**config.mk**
```make
export PLATFORM = sky130hd
export DESIGN_NAME = move_arbiter
export DESIGN_NICKNAME = d
export VERILOG_FILES = /design/src/rtl/ttt_pkg.sv /design/src/rtl/turn_timer.sv /design/src/rtl/move_arbiter.sv
export SDC_FILE = /design/constraint.sdc
export NUM_CORES = 1
export LEC_CHECK = 0
export CORE_MARGIN = 5
export CORE_UTILIZATION = 41
export CTS_CLUSTER_SIZE = 24
export DETAILED_ROUTE_END_ITERATION = 8
export GPL_TIMING_DRIVEN = 0
export PLACE_DENSITY_LB_ADDON = 0.12
export RECOVER_POWER = 50
export SETUP_SLACK_MARGIN = 0.4
export SLEW_MARGIN = 10
export SYNTH_ARGS = -nofsm -noshare
export SYNTH_HDL_FRONTEND = slang
export SYNTH_SLANG_ARGS = --single-unit
```
**constraint.sdc**
```tcl
create_clock -name clk -period 6.5 [get_ports clk]
set_clock_uncertainty 0.1 [all_clocks]
set_input_delay 0.975 -clock clk [delete_from_list [all_inputs] [get_ports clk]]
set_output_delay 0.975 -clock clk [all_outputs]
set_load 0.01 [all_outputs]
```
**src/rtl/ttt_pkg.sv**
```systemverilog
// ttt_pkg: shared definitions for the tic-tac-toe move arbiter.
//   - 2-bit cell codes used on the board bus, the turn output and the win input
//   - arbiter FSM state enum
//   - helpers to read one cell out of the packed board bus and to name the
//     opposing mark
package ttt_pkg;

    localparam logic [1:0] CELL_EMPTY = 2'b00;
    localparam logic [1:0] CELL_X     = 2'b10;
    localparam logic [1:0] CELL_O     = 2'b01;
    localparam logic [1:0] CELL_TIE   = 2'b11;

    typedef enum logic [2:0] {
        ST_IDLE   = 3'd0,
        ST_CHECK  = 3'd1,
        ST_COMMIT = 3'd2,
        ST_SETTLE = 3'd3,
        ST_OVER   = 3'd4
    } arb_state_e;

    // Cell (r,c) lives at bits [2*(3r+c)+1 : 2*(3r+c)]. Row or column 3 does
    // not exist, so those addresses read back as empty; they are rejected
    // separately by the legality check.
    function automatic logic [1:0] cell_at(input logic [17:0] cells,
                                           input logic [1:0]  row,
                                           input logic [1:0]  col);
        logic [3:0] idx;
        idx     = ({2'b00, row} * 4'd3) + {2'b00, col};
        cell_at = CELL_EMPTY;
        if ((row != 2'b11) && (col != 2'b11)) begin
            cell_at = cells[{idx, 1'b0} +: 2];
        end
    endfunction

    function automatic logic [1:0] other_mark(input logic [1:0] m);
        return (m == CELL_X) ? CELL_O : CELL_X;
    endfunction

endpackage

```
**src/rtl/turn_timer.sv**
```systemverilog
// turn_timer: counts consecutive IDLE cycles of the turn owner and flags
// expiry when the owner has sat idle for TIMEOUT_CYCLES cycles.
// Only instantiated when MOVE_TIMEOUT_EN is defined.
//   clk       in   clock
//   rst_n     in   asynchronous active-low reset (clears the count)
//   idle_i    in   arbiter is in IDLE this cycle
//   accept_i  in   a move is accepted this cycle (wins over expiry)
//   expire_o  out  combinational expiry flag for this cycle
module turn_timer #(
    parameter int unsigned TIMEOUT_CYCLES = 255
) (
    input  logic clk,
    input  logic rst_n,
    input  logic idle_i,
    input  logic accept_i,
    output logic expire_o
);

    localparam int unsigned CNT_W = (TIMEOUT_CYCLES > 1) ? $clog2(TIMEOUT_CYCLES) : 1;
    localparam logic [CNT_W-1:0] LAST = CNT_W'(TIMEOUT_CYCLES - 1);

    logic [CNT_W-1:0] cnt_q, cnt_d;

    assign expire_o = idle_i && !accept_i && (cnt_q == LAST);

    // Count only while idle; acceptance, expiry and leaving IDLE all restart
    // the budget from zero.
    always_comb begin
        cnt_d = '0;
        if (idle_i && !accept_i && !expire_o) begin
            cnt_d = cnt_q + CNT_W'(1);
        end
    end

    always_ff @(posedge clk or negedge rst_n) begin
        if (!rst_n) begin
            cnt_q <= '0;
        end else begin
            cnt_q <= cnt_d;
        end
    end

endmodule

```
**src/rtl/move_arbiter.sv**
```systemverilog
// move_arbiter: arbitrates human and AI tic-tac-toe moves, checks legality
// against the board, issues a single board write per legal move, tracks whose
// turn it is and latches game-over.
// Optional feature: define MOVE_TIMEOUT_EN to forfeit the turn after
// TIMEOUT_CYCLES idle cycles (otherwise timeout is tied 0).
// Ports:
//   clk, reset (async, active-low)
//   ai_en                       AI plays O (static outside reset)
//   h_valid/h_ready, h_xoro/h_row/h_col      human move handshake
//   ai_valid/ai_ready, ai_row/ai_col         AI move handshake (mark is O)
//   ai_start                    one-cycle request for the AI to compute
//   cells[17:0], win[1:0]       board contents and game result
//   wr_en, wr_row/wr_col/wr_xoro board write strobe and payload
//   turn[1:0]                   current owner (X=10, O=01)
//   err, timeout                one-cycle reject / forfeit pulses
module move_arbiter
    import ttt_pkg::*;
#(
    parameter int unsigned TIMEOUT_CYCLES = 255
) (
    input  logic        clk,
    input  logic        reset,
    input  logic        ai_en,
    input  logic        h_valid,
    output logic        h_ready,
    input  logic [1:0]  h_xoro,
    input  logic [1:0]  h_row,
    input  logic [1:0]  h_col,
    input  logic        ai_valid,
    output logic        ai_ready,
    input  logic [1:0]  ai_row,
    input  logic [1:0]  ai_col,
    output logic        ai_start,
    input  logic [17:0] cells,
    input  logic [1:0]  win,
    output logic        wr_en,
    output logic [1:0]  wr_row,
    output logic [1:0]  wr_col,
    output logic [1:0]  wr_xoro,
    output logic [1:0]  turn,
    output logic        err,
    output logic        timeout
);

    // A zero-cycle budget could never be met by any player.
    if (TIMEOUT_CYCLES < 1) begin : g_bad_timeout
        $error("move_arbiter: TIMEOUT_CYCLES must be at least 1");
    end

    arb_state_e state_q, state_d;
    logic [1:0] turn_q, turn_d;
    logic [1:0] row_q, row_d;
    logic [1:0] col_q, col_d;
    logic [1:0] mark_q, mark_d;
    logic       first_q, first_d;   // current cycle is the first of an IDLE stint

    logic owner_ai, in_idle, h_acc, ai_acc, accept, illegal, expire;

    assign owner_ai = ai_en && (turn_q == CELL_O);
    assign in_idle  = (state_q == ST_IDLE);
    assign h_acc    = in_idle && !owner_ai && h_valid;
    assign ai_acc   = in_idle && owner_ai && ai_valid;
    assign accept   = h_acc || ai_acc;
    assign illegal  = (row_q == 2'b11) || (col_q == 2'b11) || (mark_q != turn_q)
                   || (cell_at(cells, row_q, col_q) != CELL_EMPTY);

`ifdef MOVE_TIMEOUT_EN
    turn_timer #(
        .TIMEOUT_CYCLES (TIMEOUT_CYCLES)
    ) u_turn_timer (
        .clk      (clk),
        .rst_n    (reset),
        .idle_i   (in_idle),
        .accept_i (accept),
        .expire_o (expire)
    );
`else
    assign expire = 1'b0;
`endif

    // State and move registers. Reset aborts any move in flight, so a reset
    // during COMMIT drops wr_en immediately.
    always_ff @(posedge clk or negedge reset) begin
        if (!reset) begin
            state_q <= ST_IDLE;
            turn_q  <= CELL_X;
            row_q   <= 2'b00;
            col_q   <= 2'b00;
            mark_q  <= CELL_EMPTY;
            first_q <= 1'b1;
        end else begin
            state_q <= state_d;
            turn_q  <= turn_d;
            row_q   <= row_d;
            col_q   <= col_d;
            mark_q  <= mark_d;
            first_q <= first_d;
        end
    end

    // Next-state logic.
    always_comb begin
        state_d = state_q;
        turn_d  = turn_q;
        row_d   = row_q;
        col_d   = col_q;
        mark_d  = mark_q;
        case (state_q)
            ST_IDLE: begin
                if (h_acc) begin
                    row_d   = h_row;
                    col_d   = h_col;
                    mark_d  = h_xoro;
                    state_d = ST_CHECK;
                end else if (ai_acc) begin
                    row_d   = ai_row;
                    col_d   = ai_col;
                    mark_d  = CELL_O;
                    state_d = ST_CHECK;
                end else if (expire) begin
                    turn_d  = other_mark(turn_q);
                end
            end
            ST_CHECK:  state_d = illegal ? ST_IDLE : ST_COMMIT;
            ST_COMMIT: begin
                turn_d  = other_mark(turn_q);
                state_d = ST_SETTLE;
            end
            ST_SETTLE: state_d = (win != CELL_EMPTY) ? ST_OVER : ST_IDLE;
            ST_OVER:   state_d = ST_OVER;
            default:   state_d = ST_IDLE;
        endcase
        // A forfeit hands the turn to the other side, which counts as a fresh
        // IDLE entry so a newly-owning AI gets its start request.
        first_d = (state_d == ST_IDLE) && ((state_q != ST_IDLE) || expire);
    end

    // Outputs.
    always_comb begin
        h_ready  = in_idle && !owner_ai;
        ai_ready = in_idle && owner_ai;
        ai_start = in_idle && first_q && owner_ai;
        wr_en    = (state_q == ST_COMMIT);
        wr_row   = row_q;
        wr_col   = col_q;
        wr_xoro  = mark_q;
        turn     = turn_q;
        err      = ((state_q == ST_CHECK) && illegal)
                || ((state_q == ST_OVER) && (h_valid || ai_valid));
        timeout  = expire;
    end

endmodule
```
* Yosys cells after proc, flatten, opt, wreduce, memory -nomap -nowiden
Cells that the tools add are included.
Word-level totals: bits in registers 12, bits of input ports 35, output and inout bits 14, word-level logic and storage cells 57
Operators by class: add/sub/neg operators 1, multiply operators 1, equality and inequality tests 11, shifts and indexed selects 1, multiplexer cells 13, reduce and logical (&&, ||, !) cells 24
Operators with widths (count):
- two-way mux 2 bit | 9
- indexed part select 18 x 6 -> 2 bit | 1
- one-hot mux 3 bit (5 select lines) | 1
- logical AND 1 bit | 11
- two-way mux 3 bit | 3
- equality test 2 bit (second input constant) | 3
- equality test 3 x 2 -> 1 bit (second input constant) | 2
- zero test 3 bit | 2
- nonzero test 2 bit | 3
- logical OR 1 bit | 5
- adder 4 x 2 -> 4 bit | 1
- multiplier 2 x 2 -> 4 bit (second input constant) | 1
- != test 2 bit (second input constant) | 2
- equality test 3 x 1 -> 1 bit (second input constant) | 1
- equality test 3 bit (second input constant) | 1
- nonzero test 3 bit | 1
- equality test 2 x 1 -> 1 bit (second input constant) | 1
- != test 2 bit | 1
- AND reduction 2 bit | 1
- zero test 1 bit | 1

* Depth between registers and ports, before layout
depth after elaboration 10, depth in mapped cells 11, gate-level depth less buffers 11

* Worst setup path after synthesis
OpenSTA, ideal clock, no wires.
path type reg2out, start reg row_q[0] (netlist: wr_row[0]), end out err, arrival 2685 ps, required time 5425 ps, path slack 2740 ps, stages on the path, launching flop included 12, cells stage by stage dfrtp_1 -> inv_1 -> fa_1 -> inv_1 -> ha_1 -> inv_1 -> fa_1 -> or3b_1 -> o21ai_0 -> a21oi_1 -> o211ai_2 -> a31o_2
On the way: longest elaborated chain between the ends 8
Ends and longest elaborated chain:
- start: declaration | line move_arbiter.sv:52 | logic [1:0] row_q, row_d;
- start signal: assignment | line move_arbiter.sv:94 | row_q <= row_d;
- multiplier 2 x 2 -> 4 bit | line ttt_pkg.sv:28 | idx = ({2'b00, row} * 4'd3) + {2'b00, col};
- adder 4 x 2 -> 4 bit | line ttt_pkg.sv:28
- indexed part select 18 x 6 -> 2 bit | line ttt_pkg.sv:31 | cell_at = cells[{idx, 1'b0} +: 2];
- two-way mux 2 bit | line ttt_pkg.sv:30 | if ((row != 2'b11) && (col != 2'b11)) begin
- nonzero test 2 bit | line move_arbiter.sv:65 | || (cell_at(cells, row_q, col_q) != CELL_EMPTY);
- logical OR 1 bit (*) | line move_arbiter.sv:65
- logical AND 1 bit (*) | line move_arbiter.sv:148 | err = ((state_q == ST_CHECK) && illegal)
- logical OR 1 bit (*) | line move_arbiter.sv:149 | || ((state_q == ST_OVER) && (h_valid || ai_valid));
- end: declaration | line move_arbiter.sv:41 | output logic err,
Every way passes the cells marked *; elsewhere a longest branch is shown, timed or not.

* Worst setup path in the final report
Same ends and word-level chain as after synthesis.

==> impl_metrics.csv <==
group,metric,value,unit
floorplan,dieArea,0.00317,mm2
routing,drtIter0Drc,17,
place,hpwl,2000,um
synthesis,ys_types,36,
critical_path,worst-setup-path-type,"register to output port",
timing,min_period,4.68,ns
hold_path,hold_start,"state_q[0]",
synthesis,synth-seq-area-share,0.345,
critical_path,crit_required,5.42,ns
clock_tree,cts_sinks,12,
critical_path,cpMaxStageDelayCell,"fa_1",
clock_tree,cts.clk_slew.worst_paths,0.08,ns
critical_path,cpPeakStageDelay,0.58,ns
synthesis,synth_fa_ha_area_frac,0.0883,
layout,final_cell_mix,"clkdlybuf4s50_1 (44), nor2_1 (16), dfrtp_1 (10)",
flow_run,maxCapViolations,0,
grt,antenna_found_initial,0,
synthesis,synthCells,98,
timing,finalSetupViolations,0,
synthesis,yosys.area_share.simple,0.212,
timing,slew_viol_final,0,
layout,post-route-util,0.703,
critical_path,startpoint_type,"register",
critical_path,worst_setup_path_end_kind,"output port",
layout,final_common_cell,"clkdlybuf4s50_1",
timing,worstMarginPinSlew,0.572,ns
grt,gr-total-overflow,0,
timing,hold_viol_final,0,
critical_path,path_cells,"inv_1, fa_1, inv_1, ha_1, inv_1, fa_1, or3b_1, o21ai_0, a21oi_1, o211ai_2, a31o_2, clkdlybuf4s50_1",
routing,antenna_left,0,
clock_tree,tritoncts,"yes",
clock_tree,post_cts_buffers,0,
critical_path,cpMostUsedCell,"inv_1",
layout,area_delta_synth_final,60.1,%
critical_path,cp-startpoint,"wr_row[0]",
critical_path,r2r_slack,3.55,ns
synthesis,synth_top_family_by_area,"simple AND/OR/NAND/NOR gates",
timing,slew_headroom,0.617,
floorplan,die_width,56.3,um
synthesis,synth_xor_area_frac,0.0299,
layout,antenna-diode-count,0,
clock_tree,cts_max_level,1,
place,place_congestion,0.782,
routing,drc,0,
synthesis,yosysWarnings,0,
timing,rsz0062_at_grt,"no",
critical_path,reg2regPathDepth,11,
critical_path,crit_path_max_fanout,5,
power,irDropWorstVdd,320,uV
outcome,outcome,"completed",
floorplan,core_area,0.00200,mm2
synthesis,synthesis.nets,138,
clock_tree,clk_latency,0.27,ns
hold_path,hold_path_class,"register to register",
clock_tree,cts_hold_buf,0,
synthesis,netlist_area,878,um2
grt,grt_pass1_wl,4370,um
critical_path,crit_arrival,3.60,ns
routing,viasPerCell,5.16,
clock_tree,cts-resized-gates,0,
routing,wl_per_cell,14.2,um
timing,period_share,0.720,
power,p_total,0.678,mW
critical_path,reg2reg_from,"wr_row[0]",
clock_tree,clock_path_buffers,2,
power,p_leak,0.603,nW
grt,grt_max_degree,13,
floorplan,rows,16,
layout,layout-drive-gt1-share,0.101,
floorplan,pin_count,49,
grt,grt_pass1_vias,1005,
routing,drtPass1Iterations,4,
power,power.density,482,mW/mm2
synthesis,synth_area_per_cell,8.96,um2
timing,fin_tns_setup,0,ns
timing,max_freq,214,MHz
layout,nets,190,
clock_tree,cts_root_buf,"clkbuf_4",
hold_path,whs_path_depth,2,
place,portBuffers,47,
grt,grt_usage,0.166,
synthesis,synthMuxAreaShare,0.0570,
clock_tree,numCtsBuffers,3,
routing,via_count,908,
routing,routed_wl,2510,um
synthesis,ys_ff_latch,12,
floorplan,die_h,56.3,um
synthesis,synth_compound_area_frac,0.198,
floorplan,initial_core_util,0.439,
## layout make-up
class	count	area, um2
inverter	9	33.8
fill	162	596
sequential	12	303
clock buffer	4	26.3
multi-input combinational	74	515
tap	27	33.8
buffer	3	23.8
timing repair buffer	47	470
## synth_stat cells
cell type,instances,area [um2]
o21ai_0,5,25.0
and2_1,1,6.26
dfrtp_1,10,250
o2111ai_1,1,8.76
nand3_1,2,10.0
o21bai_1,1,7.51
buf_6,1,11.3
o31a_1,2,17.5
clkbuf_2,1,5.00
nor2b_4,1,13.8
nor2_1,15,56.3
dfstp_2,2,52.6
inv_1,9,33.8
nand2_4,1,11.3
nand2_1,3,11.3
o21a_1,1,7.51
a31o_2,1,8.76
mux2i_1,5,50.1
conb_1,1,3.75
fa_1,2,40.0
or3b_1,1,8.76
nor2_2,1,6.26
o211ai_2,1,12.5
buf_4,1,7.51
or3_4,1,11.3
nand3b_1,2,15.0
o22ai_1,1,6.26
a21oi_1,8,40.0
nor3_1,6,30.0
a211oi_1,2,15.0
nand2b_1,1,6.26
ha_1,3,37.5
a2111oi_2,1,15.0
o22a_2,1,10.0
xor2_1,2,17.5
xnor2_1,1,8.76
## kinds of logic (layout without fill, tap and decap cells)
| group | after synthesis | after routing |
|---|---|---|
| compound gates | 25 | 25 |
| xor+xnor | 3 | 3 |
| simple gates | 35 | 35 |
| mux | 5 | 5 |
| flops | 12 | 12 |
| buf+inv | 12 | 63 |
| other cells | 1 | 1 |
| fa+ha+maj | 5 | 5 |
## worst paths after layout
check                        endpoint
min reg2reg                state_q[0]
max in group asynchronous     first_q
min                        state_q[0]
min in group asynchronous   wr_row[1]
max reg2reg                state_q[1]
max                               err
## critical path: cells and delay by family (launching register included)
family | cells | cell delay (ns)
fa+ha+maj | 3 | 1.22
buf+inv | 4 | 0.74
compound gates | 4 | 0.56
flops | 1 | 0.43
simple gates | 1 | 0.39
## state kept, by name, indices dropped and copies added, names as in the netlist
signal and cells:
state_q 3, wr_xoro 2, wr_col 2, first_q 1
wr_row 2, turn 2
## metrics by stage
stage	cell area, um2	cells	hold slack (ns)	worst slack, ns
after floorplan	878	98	0.412	2.74
after global placement	1380	172	0.426	2.20
after detailed placement	1380	172	0.431	2.12
after CTS	1410	176	0.441	1.81
after global routing	1410	176	0.463	1.67
final	1410	176	0.440	1.82
## per-layer routing
| layer | up-vias | part of all wire | track usage |
|---|---|---|---|
| met5 | - | 0 | 0 |
| met2 | 40 | 0.50 | 0.297 |
| met1 | 427 | 0.41 | 0.193 |
| met3 | 0 | 0.087 | 0.0528 |
| li1 | 441 | - | - |
| met4 | 0 | 0 | 0.0305 |
## report_power, final
part	switching (mW)	internal, mW
Clock	0.0252	0.0237
Sequential	0.0350	0.113
Combinational	0.241	0.240
Total	0.301	0.377
(Power assumes the default switching activity.)
